### config.mk
export PLATFORM = sky130hd
export DESIGN_NAME = hex_entry_bank
export DESIGN_NICKNAME = d
export VERILOG_FILES = /design/src/rtl/entry_pkg.sv /design/src/rtl/rise_pulse.sv /design/src/rtl/hex_entry_bank.sv
export SDC_FILE = /design/constraint.sdc
export NUM_CORES = 1
export LEC_CHECK = 0
export BUFFER_PORTS_ARGS = -buffer_cell sky130_fd_sc_hd__buf_4
export CORE_ASPECT_RATIO = 0.8
export CORE_MARGIN = 1.5
export CORE_UTILIZATION = 35
export CTS_BUF_LIST = sky130_fd_sc_hd__clkbuf_4 sky130_fd_sc_hd__clkbuf_8
export CTS_CLUSTER_DIAMETER = 200
export CTS_CLUSTER_SIZE = 24
export DETAILED_ROUTE_END_ITERATION = 10
export GPL_TIMING_DRIVEN = 0
export SYNTH_ARGS = -nofsm -noshare
export SYNTH_HDL_FRONTEND = slang
export SYNTH_SLANG_ARGS = --single-unit
### constraint.sdc
create_clock -name clk -period 2.9 [get_ports clk]
set_clock_uncertainty 0.15 [all_clocks]
set_input_delay 0.145 -clock clk [delete_from_list [all_inputs] [get_ports clk]]
set_output_delay 0.145 -clock clk [all_outputs]
set_load 0.005 [all_outputs]
### src/rtl/entry_pkg.sv
// Shared definitions for the hex entry bank.
//   action_t     : the single action executed in a cycle
//   BTN_*        : bit positions of the buttons inside the event vector
//   pick_action  : resolves simultaneous events to one action (set > clr > add > del)
//   len_w/sel_w  : width helpers for the digit counter and channel select
package entry_pkg;

  typedef enum logic [2:0] {
    ACT_NONE,
    ACT_SET,
    ACT_CLR,
    ACT_ADD,
    ACT_DEL
  } action_t;

  localparam int NBTN    = 4;
  localparam int BTN_DEL = 0;
  localparam int BTN_ADD = 1;
  localparam int BTN_CLR = 2;
  localparam int BTN_SET = 3;

  // Losing events are simply dropped: the caller only ever sees the winner.
  function automatic action_t pick_action(input logic [NBTN-1:0] evt);
    if (evt[BTN_SET])      return ACT_SET;
    else if (evt[BTN_CLR]) return ACT_CLR;
    else if (evt[BTN_ADD]) return ACT_ADD;
    else if (evt[BTN_DEL]) return ACT_DEL;
    else                   return ACT_NONE;
  endfunction

  // Counter must hold 0..ndig inclusive.
  function automatic int len_w(input int ndig);
    return $clog2(ndig + 1);
  endfunction

  function automatic int sel_w(input int nch);
    return (nch > 1) ? $clog2(nch) : 1;
  endfunction

endpackage

### src/rtl/rise_pulse.sv
// Rising-edge detector for one already-synchronised button.
//   clk : system clock
//   rst : asynchronous active-high reset (clears history)
//   btn : button level
//   evt : high in the cycle the button is first seen high
// History resets to 0, so a button held through reset fires once on the
// first clock after release.
module rise_pulse (
  input  logic clk,
  input  logic rst,
  input  logic btn,
  output logic evt
);

  logic btn_reg;

  always_ff @(posedge clk or posedge rst) begin
    if (rst) begin
      btn_reg <= 1'b0;
    end else begin
      btn_reg <= btn;
    end
  end

  assign evt = btn & ~btn_reg;

endmodule

### src/rtl/hex_entry_bank.sv
// Multi-channel hex digit entry register.
// Each of NCH channels holds a DATA_W word and a digit count. Button events
// (one per press) act on the channel addressed by sel:
//   set : load din, count = NDIG
//   clr : zero data and count
//   add : shift hex in at the LSB end (rejected with err when full unless OVERWRITE)
//   del : shift one digit out with zero fill (rejected with err when empty)
// Ports:
//   clk, rst              : clock, asynchronous active-high reset
//   din [DATA_W]          : word loaded by set
//   hex [DIGIT_W]         : digit entered by add
//   add, del, set, clr    : level buttons (synchronised, debounced)
//   sel [SEL_W]           : addressed channel, also the one shown on outputs
//   dout [DATA_W]         : data of channel sel (0 if sel is out of range)
//   len [LEN_W]           : digit count of channel sel
//   full, empty           : len == NDIG, len == 0
//   err                   : one-cycle pulse after a rejected action
module hex_entry_bank
  import entry_pkg::*;
#(
  parameter  int DATA_W    = 32,
  parameter  int DIGIT_W   = 4,
  parameter  int NCH       = 2,
  parameter  int OVERWRITE = 0,
  localparam int NDIG      = DATA_W / DIGIT_W,
  localparam int LEN_W     = len_w(NDIG),
  localparam int SEL_W     = sel_w(NCH)
) (
  input  logic               clk,
  input  logic               rst,
  input  logic [DATA_W-1:0]  din,
  input  logic [DIGIT_W-1:0] hex,
  input  logic               add,
  input  logic               del,
  input  logic               set,
  input  logic               clr,
  input  logic [SEL_W-1:0]   sel,
  output logic [DATA_W-1:0]  dout,
  output logic [LEN_W-1:0]   len,
  output logic               full,
  output logic               empty,
  output logic               err
);

  localparam logic [LEN_W-1:0] LEN_FULL = LEN_W'(NDIG);
  localparam logic [LEN_W-1:0] LEN_ONE  = LEN_W'(1);

  // Button edge detection
  logic [NBTN-1:0] btn;
  logic [NBTN-1:0] evt;

  assign btn[BTN_SET] = set;
  assign btn[BTN_CLR] = clr;
  assign btn[BTN_ADD] = add;
  assign btn[BTN_DEL] = del;

  genvar gi;
  generate
    for (gi = 0; gi < NBTN; gi++) begin : g_btn
      rise_pulse u_rise (
        .clk (clk),
        .rst (rst),
        .btn (btn[gi]),
        .evt (evt[gi])
      );
    end
  endgenerate

  action_t act;
  assign act = pick_action(evt);

  // Channel storage
  logic [DATA_W-1:0] data_reg  [NCH];
  logic [DATA_W-1:0] data_next [NCH];
  logic [LEN_W-1:0]  len_reg   [NCH];
  logic [LEN_W-1:0]  len_next  [NCH];
  logic              err_reg;
  logic              err_next;

  // Out-of-range sel (non-power-of-2 NCH) reads as an empty, zero channel
  // and blocks every action, including the err pulse.
  logic              sel_ok;
  logic [DATA_W-1:0] cur_data;
  logic [LEN_W-1:0]  cur_len;
  logic              cur_full;
  logic              cur_empty;

  assign sel_ok = (32'(sel) < NCH);

  always_comb begin
    cur_data = '0;
    cur_len  = '0;
    if (sel_ok) begin
      cur_data = data_reg[sel];
      cur_len  = len_reg[sel];
    end
  end

  assign cur_full  = (cur_len == LEN_FULL);
  assign cur_empty = (cur_len == '0);

  always_comb begin
    data_next = data_reg;
    len_next  = len_reg;
    err_next  = 1'b0;
    if (sel_ok) begin
      case (act)
        ACT_SET: begin
          data_next[sel] = din;
          len_next[sel]  = LEN_FULL;
        end
        ACT_CLR: begin
          data_next[sel] = '0;
          len_next[sel]  = '0;
        end
        ACT_ADD: begin
          if (cur_full && (OVERWRITE == 0)) begin
            err_next = 1'b1;
          end else begin
            // Shift left drops the MS digit, which is only non-zero when full.
            data_next[sel] = (cur_data << DIGIT_W) | DATA_W'(hex);
            if (!cur_full) begin
              len_next[sel] = cur_len + LEN_ONE;
            end
          end
        end
        ACT_DEL: begin
          if (cur_empty) begin
            err_next = 1'b1;
          end else begin
            data_next[sel] = cur_data >> DIGIT_W;
            len_next[sel]  = cur_len - LEN_ONE;
          end
        end
        default: begin
        end
      endcase
    end
  end

  always_ff @(posedge clk or posedge rst) begin
    if (rst) begin
      for (int c = 0; c < NCH; c++) begin
        data_reg[c] <= '0;
        len_reg[c]  <= '0;
      end
      err_reg <= 1'b0;
    end else begin
      data_reg <= data_next;
      len_reg  <= len_next;
      err_reg  <= err_next;
    end
  end

  assign dout  = cur_data;
  assign len   = cur_len;
  assign full  = cur_full;
  assign empty = cur_empty;
  assign err   = err_reg;

endmodule

; ---- Word-level counts from Yosys, hierarchy flattened
; Cells that the tools add are included.
[word_totals]
input_bits = 43
out_inout_bits = 39
register_bits = 77
[classes]
eq_ne = 7
mux = 28
order_cmp = 2
n_bitwise = 17
reduce_logical = 4
addsub = 2
[op_table]
columns = op, count
row1 = case mux 64 bit (4 select lines), 1
row2 = bitwise mux 64 bit, 3
row3 = 2-to-1 mux 32 bit, 4
row4 = 2-to-1 mux 64 bit, 2
row5 = AND 64 bit, 1
row6 = inverter 64 bit, 1
row7 = demux 32 bit (select 1 bit), 1
row8 = bitwise OR 32 x 4 -> 32 bit, 1
row9 = case mux 8 bit (4 select lines), 1
row10 = bitwise mux 8 bit, 2
row11 = 2-to-1 mux 4 bit, 4
row12 = 2-to-1 mux 8 bit, 2
row13 = 2-to-1 mux 3 bit, 4
row14 = AND 8 bit, 1
row15 = inverter 8 bit, 1
row16 = AND 6 bit, 1
row17 = "== test 3 x 2 -> 1 bit, second input constant", 2
row18 = inverter 6 bit, 1
row19 = "adder 4 x 1 -> 4 bit, second input constant", 1
row20 = AND 1 bit, 4
row21 = demux 4 bit (select 1 bit), 1
row22 = "== test 4 bit, second input constant", 1
row23 = zero test 4 bit, 1
row24 = "inequality test 2 bit, second input constant", 2
row25 = 13 further kinds, 17

; ---- Depth between registers and ports, before layout
[logic_depth]
depth_word = 9
mapped_depth = 12
ltp_nobuf = 6

; ---- Hierarchy
; A second synthesis with hierarchy kept.
[unflattened]
hier_cells = 477
area_unflattened_um2 = 4623.2
[modules_own_cells]
columns = mod, seq_area_each_um2, cells_each, area_per_inst_um2, n_inst
row1 = hex_entry_bank, 1826.8, 465, 4453.0, 1
row2 = rise_pulse, 25.0, 3, 42.5, 4

; ---- Least setup slack after synthesis
; No wires, ideal clock.
[synth_path]
kind = in2reg
start = input port sel
end = register len_reg[4] in the netlist's numbering
setup_ns = 0.125
n_path_buf = 4
path_stages = 9
setup_slack_ns = 0.451
arrival_time_ns = 2.175
cell_sequence = buf_4 > buf_2 > buf_2 > buf_2 > mux2i_1 > ha_1 > nand4_2 > o21ai_1 > mux2_2
[synth_via]
elab_chain_len = 8
[synth_lines]
columns = item, line
row1 = start: declaration, hex_entry_bank.sv:37  ; input logic [SEL_W-1:0] sel,
row2 = inverter 1 -> 2 bit (implied by the code) *, n/a
row3 = "2-to-1 mux 4 bit (implied by the code), or another cell as far along", hex_entry_bank.sv:95  ; cur_len = len_reg[sel];
row4 = 2-to-1 mux 4 bit (implied by the code) or logical AND 1 bit (tied branches), n/a
row5 = 2-to-1 mux 4 bit (on tied branches), n/a
row6 = "subtractor 4 x 1 -> 4 bit, or another cell as far along", hex_entry_bank.sv:132  ; len_next[sel] = cur_len - LEN_ONE;
row7 = "bitwise mux 8 bit, or another cell as far along", hex_entry_bank.sv:132
row8 = "2-to-1 mux 8 bit, or another cell as far along", hex_entry_bank.sv:128  ; if (cur_empty) begin
row9 = case mux 8 bit (4 select lines), hex_entry_bank.sv:107  ; case (act)
row10 = end signal: assignment, hex_entry_bank.sv:150  ; len_reg <= len_next;
row11 = end: declaration, hex_entry_bank.sv:75  ; logic [LEN_W-1:0] len_reg [NCH];
; Mark *: on every way between the ends. The rest lies on a longest branch, timed or not. The select of a mux whose other input is x is not followed.
; A chain may end at the register's enable or synchronous reset.

==> flow_metrics.env <==
export IMPL_cts_root_buffer="clkbuf_8"
export IMPL_synthArstFlopShare=1.00
export IMPL_hp_class="in2reg"
export IMPL_syn_avg_cell_area_sq_um=9.66
export IMPL_clock_latency_ns=0.37
export IMPL_syn2layout_area_growth_pct=30.4
export IMPL_p_leak_nw=2.65
export IMPL_ff_latch_area_sq_mm=0.00193
export IMPL_ir_worst_vdd_mv=0.388
export IMPL_cp_start_kind="input port"
export IMPL_setup_tns_ns=0
export IMPL_vias=4667
export IMPL_numClockSinks=77
export IMPL_fp_row_count=37
export IMPL_drt_first_pass_iters=5
export IMPL_wl_per_cell_um=20.0
export IMPL_hpwl_um=11400
export IMPL_netlist_area_sq_mm=0.00458
export IMPL_arrival_ns=2.84
export IMPL_setup_viol_count_final=0
export IMPL_drc=0
export IMPL_fin_util=0.466
export IMPL_final_max_slew_viol_count=0
export IMPL_worst_pin_slew_ns=0.755
export IMPL_fillerInstances=1263
export IMPL_synth_cells=474
export IMPL_via_per_inst=6.00
export IMPL_cp_max_fo=10
export IMPL_fin_crit_sh=0.937
export IMPL_clk_pin_slew_ns=0.09
export IMPL_drive_above_1_share=0.299
export IMPL_mostFrequentLayoutCells="buf_4, dfrtp_1, nand2_1"
export IMPL_drt_initial_drc_count=336
export IMPL_cp_top_family="buffers and inverters"
export IMPL_max_slew_margin=0.491
export IMPL_antenna_found_initial=0
export IMPL_r2r_setup_slack_ns=0.56
export IMPL_cpPeakStageDelay_ns=0.41
export IMPL_synth_seq_cells=77
export IMPL_coreArea_sq_mm=0.0128
export IMPL_htreeDepth=3
export IMPL_drv_cap=0
export IMPL_grt_overflow=0
export IMPL_finalNonFillerCells=778
export IMPL_multi_input_area_sq_mm=0.00242
export IMPL_crit_path_start="sel"
export IMPL_run_status="complete, no violations"
export IMPL_grt_max_degree=65
export IMPL_start_util=0.357
export IMPL_end_kind="flip-flop"
export IMPL_grt_pass1_wl_um=24400
export IMPL_crit_top_cell="buf_2"
export IMPL_path_class="in2reg"
export IMPL_dieWidth_um=131
export IMPL_rsz0062_at_grt="yes"
export IMPL_ios=82
export IMPL_nets=645
export IMPL_crit_path_cell_trace="buf_4 -> buf_4 -> buf_2 -> buf_2 -> clkbuf_4 -> mux2i_2 -> ha_1 -> nand4_2 -> o211ai_2 -> buf_2 -> nand2_1 -> o31ai_1"
export IMPL_place_area_sq_mm=0.00544
export IMPL_clk_path_buf_depth=2
export IMPL_diodes=0
export IMPL_worst_r2r_path_depth=7
export IMPL_yosysUniqueCellTypes=46
export IMPL_numCtsBuffers=9
export IMPL_synth_nets=521
export IMPL_crit_required_ns=3.02
export IMPL_die_area_sq_mm=0.0138
export IMPL_postRouteAntennaNets=0
export IMPL_ys_seq_area_frac=0.421
export IMPL_hold_viol_final=0
export IMPL_die_h_um=105
export IMPL_r2r_start="len_reg[0]"
export IMPL_cp_depth=12
export IMPL_critPathBufInv=6
export IMPL_gp_congestion=0.900
export IMPL_synthFlopType="dfrtp_1"
export IMPL_power_density_mw_per_mm2=853
export IMPL_cp_slowest_cell="o211ai_2"
export IMPL_io_buffers=81
export IMPL_design_area_sq_mm=0.00597
export IMPL_synth_edf_count=0
export IMPL_dpl_cell_count=731
export IMPL_grt_pass1_vias=4410
export IMPL_wl_um=15600
export IMPL_post_route_min_period_ns=2.72
export IMPL_grt_usage=0.235
export IMPL_tritoncts="done"
export IMPL_synth_warnings=0
export IMPL_layout_commonest_cell="buf_4"
export IMPL_max_freq_ghz=0.368
[through the flow]
step / hold slack, ns / setup WS (ns) / power (mW)
after CTS: 0.00131 / 0.124 / 5.06
final: 0.00836 / 0.182 / 5.09
after global placement: 0.122 / -0.421 / 4.07
after global routing: 0.0150 / -0.0401 / 5.41
after floorplan: 0.0264 / 0.451 / 3.13
after detailed placement: -0.0579 / -0.272 / 4.13
[logic make-up after synthesis]
| logic type | count (synthesis) | share of synthesized area |
|---|---|---|
| AOI/OAI and AO/OA | 163 | 0.274 |
| and+or+nand+nor | 140 | 0.139 |
| DFF | 77 | 0.421 |
| buffers and inverters | 49 | 0.0522 |
| muxes | 37 | 0.0934 |
| xor gates and xnor gates | 4 | 0.00929 |
| adders and majority gates | 4 | 0.0109 |
[power breakdown]
group          internal [mW]  leakage [nW]  switching [mW]
Clock                  0.479         0.105           0.420
Combinational           1.04          1.60           0.952
Sequential              1.55         0.944           0.654
[synthesized netlist by cell type, types with 5 or more instances]
cell type,n,area (sq um)
a22oi_1,6,45.0
inv_1,9,33.8
o21ai_0,13,65.1
buf_2,32,160
a221oi_1,56,490
mux2_2,33,372
nand2b_1,6,37.5
nor3_1,7,35.0
o31ai_1,57,428
nor2_1,34,128
o21ai_1,6,30.0
a21oi_1,6,30.0
clkbuf_1,5,18.8
dfrtp_1,77,1930
nand3_1,5,25.0
nand2_1,71,267
nor2b_1,5,31.3
[per-layer routing]
layer / share of wire / routed length [um] / vias to the layer above / global-route usage
met3: 0.087 / 1350 / 23 / 0.0513
li1: - / - / 2078 / -
met4: 0.014 / 225 / 0 / 0.0691
met1: 0.47 / 7380 / 2304 / 0.361
met2: 0.43 / 6630 / 262 / 0.326
met5: 0 / 0 / - / 0
[cell type report]
type | count | area share
buffer | 40 | 0.0350
clock buffer | 9 | 0.0207
clock inverter | 7 | 0.0151
inverter | 9 | 0.00608
multi-input combinational | 348 | 0.405
sequential | 77 | 0.323
tap | 175 | 0.0367
timing repair buffer | 113 | 0.158
[how the worst min path moves through the flow]
| stage | startpoint | endpoint | slack [ns] | cells past startpoint |
|---|---|---|---|---|
| after floorplan | del | g_btn[0].u_rise.btn_reg | 0.03 | 0 |
| after global placement | clr | g_btn[2].u_rise.btn_reg | 0.12 | 1 |
| after detailed placement | rst | len_reg[7] | -0.06 | 2 |
| after CTS | din[12] | flip-flop | 0.001 | 3 |
| after global routing | hex[2] | flip-flop | 0.02 | 3 |
| final | din[11] | flip-flop | 0.008 | 3 |
[repair_timing]
item	in CTS	in global routing
hold buffers	31	0
endpoints found under the hold margin	113	0
resized for setup	0	5
endpoints found under the setup margin	0	61
buffers inserted	0	0
[worst min-delay path, cell delays in order]
cell and delay, ns:
buf_4 0.08, nor2_1 0.06, o31ai_1 0.21
(Power assumes the default switching activity.)
